`src/rtl/ldo_trim_pkg.sv`:
```
// Shared constants, FSM state type and helpers for the LDO trim controller.
package ldo_trim_pkg;

  // Register offsets within the 256-byte Wishbone window
  localparam logic [7:0] OFS_TGT0   = 8'h00;
  localparam logic [7:0] OFS_TGT1   = 8'h04;
  localparam logic [7:0] OFS_TGT2   = 8'h08;
  localparam logic [7:0] OFS_STATUS = 8'h0C;
  localparam logic [7:0] OFS_CTRL   = 8'h10;
  localparam logic [7:0] OFS_IRQST  = 8'h14;

  // Power-on trim indices per channel
  localparam logic [3:0] RST_IDX0 = 4'd6;
  localparam logic [3:0] RST_IDX1 = 4'd8;
  localparam logic [3:0] RST_IDX2 = 4'd10;

  // Power-on prescaler divisor
  localparam logic [15:0] RST_DIV = 16'h00FF;

  typedef enum logic {
    ST_IDLE = 1'b0,
    ST_RAMP = 1'b1
  } chan_state_e;

  // Replace only the bytes whose select bit is set
  function automatic logic [31:0] byte_merge(input logic [31:0] old_v,
                                             input logic [31:0] new_v,
                                             input logic [3:0]  sel);
    logic [31:0] res;
    res = old_v;
    for (int b = 0; b < 4; b++) begin
      if (sel[b]) res[b*8 +: 8] = new_v[b*8 +: 8];
    end
    return res;
  endfunction

endpackage

```
`src/rtl/ldo_trim_chan.sv`:
```
// One LDO trim channel: target/current index, ramp FSM and one-hot decode.
//
//   state   | meaning
//   --------+--------------------------------------------------------------
//   ST_IDLE | current index equals target, no stepping
//   ST_RAMP | stepping current index one position per tick toward target;
//           | leaves (and pulses o_done) the cycle after current == target
module ldo_trim_chan
  import ldo_trim_pkg::*;
#(
  parameter logic [3:0] RST_IDX = 4'd0
) (
  input  logic        i_clk,
  input  logic        i_rst,
  input  logic        i_tick,
  input  logic        i_tgt_we,
  input  logic [3:0]  i_tgt_d,
  output logic [3:0]  o_tgt,
  output logic [3:0]  o_cur,
  output logic [15:0] o_trim,
  output logic        o_busy,
  output logic        o_done
);

  chan_state_e r_state, w_state_nxt;
  logic [3:0]  r_tgt, r_cur, w_cur_nxt;
  logic        w_done;

  // State, target and current index registers
  always_ff @(posedge i_clk or posedge i_rst) begin
    if (i_rst) begin
      r_state <= ST_IDLE;
      r_tgt   <= RST_IDX;
      r_cur   <= RST_IDX;
    end else begin
      r_state <= w_state_nxt;
      r_cur   <= w_cur_nxt;
      if (i_tgt_we) r_tgt <= i_tgt_d;
    end
  end

  // Next state and step; direction is taken from the target at the tick,
  // so a retarget mid-ramp takes effect on the following step
  always_comb begin
    w_state_nxt = r_state;
    w_cur_nxt   = r_cur;
    w_done      = 1'b0;
    case (r_state)
      ST_IDLE: begin
        if (r_cur != r_tgt) w_state_nxt = ST_RAMP;
      end
      ST_RAMP: begin
        if (r_cur == r_tgt) begin
          w_state_nxt = ST_IDLE;
          w_done      = 1'b1;
        end else if (i_tick) begin
          w_cur_nxt = (r_tgt > r_cur) ? r_cur + 4'd1 : r_cur - 4'd1;
        end
      end
      default: w_state_nxt = ST_IDLE;
    endcase
  end

  assign o_tgt  = r_tgt;
  assign o_cur  = r_cur;
  assign o_trim = 16'(1) << r_cur;
  assign o_busy = (r_state == ST_RAMP);
  assign o_done = w_done;

endmodule

```
`src/rtl/ldo_trim_ctrl.sv`:
```
// LDO trim controller: Wishbone register file, shared ramp prescaler,
// ramp-done interrupt and three independent trim channels.
module ldo_trim_ctrl
  import ldo_trim_pkg::*;
#(
  parameter logic [31:0] BASE_ADR = 32'h3000_0000,
  parameter int          DIV_W    = 16
) (
  input  logic        wb_clk_i,
  input  logic        wb_rst_i,
  input  logic        wbs_cyc_i,
  input  logic        wbs_stb_i,
  input  logic        wbs_we_i,
  input  logic [3:0]  wbs_sel_i,
  input  logic [31:0] wbs_adr_i,
  input  logic [31:0] wbs_dat_i,
  output logic [31:0] wbs_dat_o,
  output logic        wbs_ack_o,
  output logic [15:0] trim0_o,
  output logic [15:0] trim1_o,
  output logic [15:0] trim2_o,
  output logic [2:0]  busy_o,
  output logic        irq_o
);

  logic             r_ack;
  logic [31:0]      r_dat;
  logic [DIV_W-1:0] r_div;
  logic [DIV_W-1:0] r_pcnt;
  logic             r_irq_en;
  logic [2:0]       r_irqst;
  logic             r_irq;

  logic [7:0]  w_ofs;
  logic        w_hit, w_wr, w_ctrl_we, w_tick, w_irq_en_nxt;
  logic [2:0]  w_tgt_we, w_w1c, w_irqst_nxt, w_busy, w_done;
  logic [31:0] w_ctrl_cur, w_ctrl_new, w_rdata;
  logic [3:0]  w_tgt0, w_tgt1, w_tgt2, w_cur0, w_cur1, w_cur2;
  logic        w_unused_ctrl;

  // The ~r_ack term guarantees an idle cycle between acks
  assign w_ofs     = wbs_adr_i[7:0];
  assign w_hit     = wbs_cyc_i & wbs_stb_i & ~r_ack &
                     (wbs_adr_i[31:8] == BASE_ADR[31:8]);
  assign w_wr      = w_hit & wbs_we_i;
  assign w_tgt_we  = {w_wr & wbs_sel_i[0] & (w_ofs == OFS_TGT2),
                      w_wr & wbs_sel_i[0] & (w_ofs == OFS_TGT1),
                      w_wr & wbs_sel_i[0] & (w_ofs == OFS_TGT0)};
  assign w_ctrl_we = w_wr & (|wbs_sel_i) & (w_ofs == OFS_CTRL);
  assign w_w1c     = (w_wr & wbs_sel_i[0] & (w_ofs == OFS_IRQST)) ?
                     wbs_dat_i[2:0] : 3'b000;

  assign w_ctrl_cur    = 32'(r_div) | {15'd0, r_irq_en, 16'd0};
  assign w_ctrl_new    = byte_merge(w_ctrl_cur, wbs_dat_i, wbs_sel_i);
  assign w_unused_ctrl = ^w_ctrl_new;
  assign w_irq_en_nxt  = w_ctrl_we ? w_ctrl_new[16] : r_irq_en;
  // A hardware set in the same cycle as a W1C clear wins
  assign w_irqst_nxt   = (r_irqst & ~w_w1c) | w_done;
  assign w_tick        = (r_pcnt == r_div);

  // Read-data mux; unmapped offsets read as zero
  always_comb begin
    w_rdata = 32'd0;
    case (w_ofs)
      OFS_TGT0:   w_rdata = {28'd0, w_tgt0};
      OFS_TGT1:   w_rdata = {28'd0, w_tgt1};
      OFS_TGT2:   w_rdata = {28'd0, w_tgt2};
      OFS_STATUS: w_rdata = {17'd0, w_busy, w_cur2, w_cur1, w_cur0};
      OFS_CTRL:   w_rdata = w_ctrl_cur;
      OFS_IRQST:  w_rdata = {29'd0, r_irqst};
      default:    w_rdata = 32'd0;
    endcase
  end

  // Single-cycle ack with read data present only in the ack cycle
  always_ff @(posedge wb_clk_i or posedge wb_rst_i) begin
    if (wb_rst_i) begin
      r_ack <= 1'b0;
      r_dat <= 32'd0;
    end else begin
      r_ack <= w_hit;
      r_dat <= (w_hit & ~wbs_we_i) ? w_rdata : 32'd0;
    end
  end

  // Control, interrupt status and registered interrupt output
  always_ff @(posedge wb_clk_i or posedge wb_rst_i) begin
    if (wb_rst_i) begin
      r_div    <= DIV_W'(RST_DIV);
      r_irq_en <= 1'b0;
      r_irqst  <= 3'b000;
      r_irq    <= 1'b0;
    end else begin
      if (w_ctrl_we) r_div <= w_ctrl_new[DIV_W-1:0];
      r_irq_en <= w_irq_en_nxt;
      r_irqst  <= w_irqst_nxt;
      r_irq    <= w_irq_en_nxt & (|w_irqst_nxt);
    end
  end

  // Free-running prescaler, tick every DIV+1 cycles, restarted by CTRL writes
  always_ff @(posedge wb_clk_i or posedge wb_rst_i) begin
    if (wb_rst_i) begin
      r_pcnt <= '0;
    end else if (w_ctrl_we || w_tick) begin
      r_pcnt <= '0;
    end else begin
      r_pcnt <= r_pcnt + DIV_W'(1);
    end
  end

  ldo_trim_chan #(.RST_IDX(RST_IDX0)) u_chan0 (
    .i_clk(wb_clk_i), .i_rst(wb_rst_i), .i_tick(w_tick),
    .i_tgt_we(w_tgt_we[0]), .i_tgt_d(wbs_dat_i[3:0]),
    .o_tgt(w_tgt0), .o_cur(w_cur0), .o_trim(trim0_o),
    .o_busy(w_busy[0]), .o_done(w_done[0])
  );

  ldo_trim_chan #(.RST_IDX(RST_IDX1)) u_chan1 (
    .i_clk(wb_clk_i), .i_rst(wb_rst_i), .i_tick(w_tick),
    .i_tgt_we(w_tgt_we[1]), .i_tgt_d(wbs_dat_i[3:0]),
    .o_tgt(w_tgt1), .o_cur(w_cur1), .o_trim(trim1_o),
    .o_busy(w_busy[1]), .o_done(w_done[1])
  );

  ldo_trim_chan #(.RST_IDX(RST_IDX2)) u_chan2 (
    .i_clk(wb_clk_i), .i_rst(wb_rst_i), .i_tick(w_tick),
    .i_tgt_we(w_tgt_we[2]), .i_tgt_d(wbs_dat_i[3:0]),
    .o_tgt(w_tgt2), .o_cur(w_cur2), .o_trim(trim2_o),
    .o_busy(w_busy[2]), .o_done(w_done[2])
  );

  assign wbs_ack_o = r_ack;
  assign wbs_dat_o = r_dat;
  assign busy_o    = w_busy;
  assign irq_o     = r_irq;

endmodule

```
`config.mk`:
```
export PLATFORM = sky130hd
export DESIGN_NAME = ldo_trim_ctrl
export DESIGN_NICKNAME = d
export VERILOG_FILES = /design/src/rtl/ldo_trim_pkg.sv /design/src/rtl/ldo_trim_chan.sv /design/src/rtl/ldo_trim_ctrl.sv
export SDC_FILE = /design/constraint.sdc
export NUM_CORES = 1
export LEC_CHECK = 0
export ABC_AREA = 1
export ABC_CLOCK_PERIOD_IN_PS = 3400
export CAP_MARGIN = 20
export CORE_ASPECT_RATIO = 0.6
export CORE_UTILIZATION = 30
export DETAILED_ROUTE_END_ITERATION = 10
export SKIP_CTS_REPAIR_TIMING = 1
export SYNTH_ARGS = -nofsm -noshare
export SYNTH_HDL_FRONTEND = slang
export SYNTH_SLANG_ARGS = --single-unit
```
`constraint.sdc`:
```
create_clock -name wb_clk_i -period 3.4 [get_ports wb_clk_i]
set_input_delay 0.51 -clock wb_clk_i [delete_from_list [all_inputs] [get_ports wb_clk_i]]
set_output_delay 0.51 -clock wb_clk_i [all_outputs]
set_load 0.05 [all_outputs]
```
==> run_results.csv <==
group,metric,value,unit
status,status,"finished, final reports clean",
yosys,async_flop_share,100,%
timing,period_share,86.3,%
cts,cts_buffers,9,
place,pre_cts_ws,0.671,ns
timing,tns,0,ns
yosys,yosys_warnings,0,
timing,setup_slack,0.467,ns
cts,cts-root-buf,"clkbuf_16",
yosys,ys.flop_type,"dfrtp_1",
floorplanning,dieHeight,102,um
timing,skew,0.0103,ns
cts,htreeDepth,3,
floorplanning,io_pins,158,
floorplanning,core-area,0.0162,mm^2
place,post-dp-hpwl,10800,um
yosys,yosysTopAreaCell,"dfrtp_1",
floorplanning,die_area,0.0171,mm^2
critical_path,slowest_delay,0.86,ns
yosys,synth_area_leaders,"dfrtp_1, nand2_1, dfstp_2",
critical_path,cp_max_fo,11,
floorplanning,fp-row-count,36,
detailed_routing,drcViolationCount,0,
global_route,grt_pass1_wl,22000,um
layout,multiInputGateArea,0.00247,mm^2
yosys,yosys.cell_types.count,46,
pwr,p_per_area,318,mW/mm^2
global_route,grt-ovfl-total,0,
timing,worstMarginPinSlew,0.721,ns
yosys,yosysMostFrequentCell,"nand2_1",
cts,cts.reportedPaths.clkPinSlew,0.06,ns
cts,cts_sinks,82,
critical_path,cp-end-kind,"primary output",
flow_run,cap_violations,0,
floorplanning,start_util,30.6,%
detailed_routing,drt_first_iter_violations,301,
cts,cts_buffer_depth,2,
critical_path,crit_type,"flop to primary output",
timing,drv_slew,0,
timing,setup_viol,0,
global_route,grtUsageTotal,16.7,%
place,io_buffers,127,
critical_path,worstPathRequired,2.89,ns
timing,rsz0062_at_grt,"false",
yosys,synth.avg_cell_area,7.96,um^2
detailed_routing,routed_wl,13800,um
yosys,synthCells,624,
global_route,grt_max_degree,40,
yosys,seq_area_frac_synth,41.8,%
min_path,hold_class,"flop to flop",
detailed_routing,dr.pass1.iters,5,
pwr,leakagePower,2.83,nW
yosys,yosysTopAreaCellShare,32.2,%
timing,fmax,0.341,GHz
pwr,ir_worst_vdd,0.228,mV
yosys,synth_common_cells,"nand2_1, nor2_1, dfrtp_1, inv_1, nand3_1",
global_route,antenna_found_initial,0,
layout,fillerInstances,1656,
layout,drive_above_1_share,10.2,%
detailed_routing,wire_per_inst,14.3,um
timing,hold_viol,0,
cts,worstSkewPairLatency,0.34,ns
cts,cts_tree,"yes",
detailed_routing,vias,4486,
timing,layout_min_cycle_time,2.93,ns
critical_path,cp_slowest_cell,"clkdlybuf4s50_1",
timing,slew_headroom,51.9,%
layout,regArea,0.00207,mm^2
yosys,syn_area,0.00497,mm^2
yosys,synth-seq-cells,82,
layout,area_growth,35.0,%
critical_path,startpoint_type,"flop",
yosys,synth_edf_count,0,
critical_path,arrival,2.42,ns
place,gp_congestion,0.852,
layout,num-nets-final,843,
detailed_routing,via_per_inst,4.66,
global_route,grt_pass1_vias,4147,
floorplanning,dieWidth,168,um
detailed_routing,ant_nets,0,
layout,diodes,0,
critical_path,path_cells,"inv_1, nor4_1, clkdlybuf4s50_1",
[through the flow]
stage	hold slack (ns)	instance area [um^2]	instances	power [mW]	utilization, %
floorplan	0.453	5020	638	1.07	-
global placement	0.474	6400	946	1.14	39.5
detailed placement	0.498	6400	946	1.14	39.5
CTS	0.508	6710	962	2.15	41.4
global route	0.535	6710	962	2.20	41.4
finish	0.508	6710	962	2.13	41.4
[registers in the layout, indices dropped and copies added, names as in the netlist, 3 cells and up]
signal and flops:
wbs_dat_o 17, r_div 16, r_pcnt 16, u_chan0.o_cur 4, u_chan0.o_tgt 4, u_chan1.o_cur 4
u_chan1.o_tgt 4, u_chan2.o_cur 4, u_chan2.o_tgt 4, r_irqst 3
[where the power goes]
group,switching [mW],internal (mW),leakage [nW]
sequential,0.00000000794,0.977,1.07
combinational,0.0830,0.0658,1.61
clock,0.410,0.594,0.142
total,0.493,1.64,2.83
[final cells by class]
type,count,share of cell area (%)
multi-input cells,454,36.8
clock buffers,11,3.62
clock inverters,5,0.933
flip-flops and latches,82,30.9
well taps,209,3.90
inverters,66,3.75
repair buffers,135,20.0
[worst max-delay path, delay by kind of cell, from the launching register on]
kind,cells,cell delay [ns]
flip-flops,1,0.66
buffers and inverters,2,1.10
AND/OR/NAND/NOR,1,0.32
[routing by layer]
layer,global-route usage (%),wire [um],vias to the layer above
met5,0,0,-
met4,3.01,61,0
met3,4.10,993,9
met2,23.9,5610,160
met1,25.3,7100,2069
li1,-,-,2248
[cell families (layout without fill, tap and decap cells)]
logic type	Yosys count	in the layout	synth area share [%]
buffers and inverters	102	217	9.62
AOI/OAI and AO/OA	81	81	8.94
muxes	4	4	1.06
xor gates and xnor gates	24	24	4.23
and+or+nand+nor	308	308	28.3
adders and majority gates	22	22	5.99
DFF	82	82	41.8
other	1	15	0.0755
[path summary, 6_finish.rpt]
path	slack (ns)	start	depth (start not counted)	to
setup / recovery	0.47	u_chan1.o_cur[3]	3	trim1_o[11]
hold / removal	0.51	u_chan0.o_tgt[1]	2	u_chan0.o_tgt[1]
setup reg to reg	0.65	u_chan2.o_cur[3]	12	u_chan2.o_cur[3]
hold reg to reg	0.51	u_chan0.o_tgt[1]	2	u_chan0.o_tgt[1]
max in group asynchronous	2.04	wb_rst_i	3	u_chan2.o_cur[1]
min in group asynchronous	0.60	wb_rst_i	2	wbs_dat_o[3]
[layout by cell type (no fill, tap or decap), types with 7 or more instances in the layout]
master | synthesis | routed
buf_4 | 19 | 7
nand3_1 | 39 | 39
ha_1 | 19 | 19
nand4_1 | 13 | 13
a21oi_1 | 31 | 31
xnor2_1 | 16 | 16
xor2_1 | 8 | 8
clkdlybuf4s50_1 | 0 | 127
conb_1 | 1 | 15
inv_1 | 56 | 55
o21ai_0 | 33 | 33
nor4_1 | 7 | 7
dfrtp_1 | 64 | 64
nand2_1 | 135 | 135
clkbuf_16 | 0 | 9
dfstp_2 | 18 | 18
nor2_1 | 83 | 83
No activity file was read; power rests on OpenSTA's default activity.
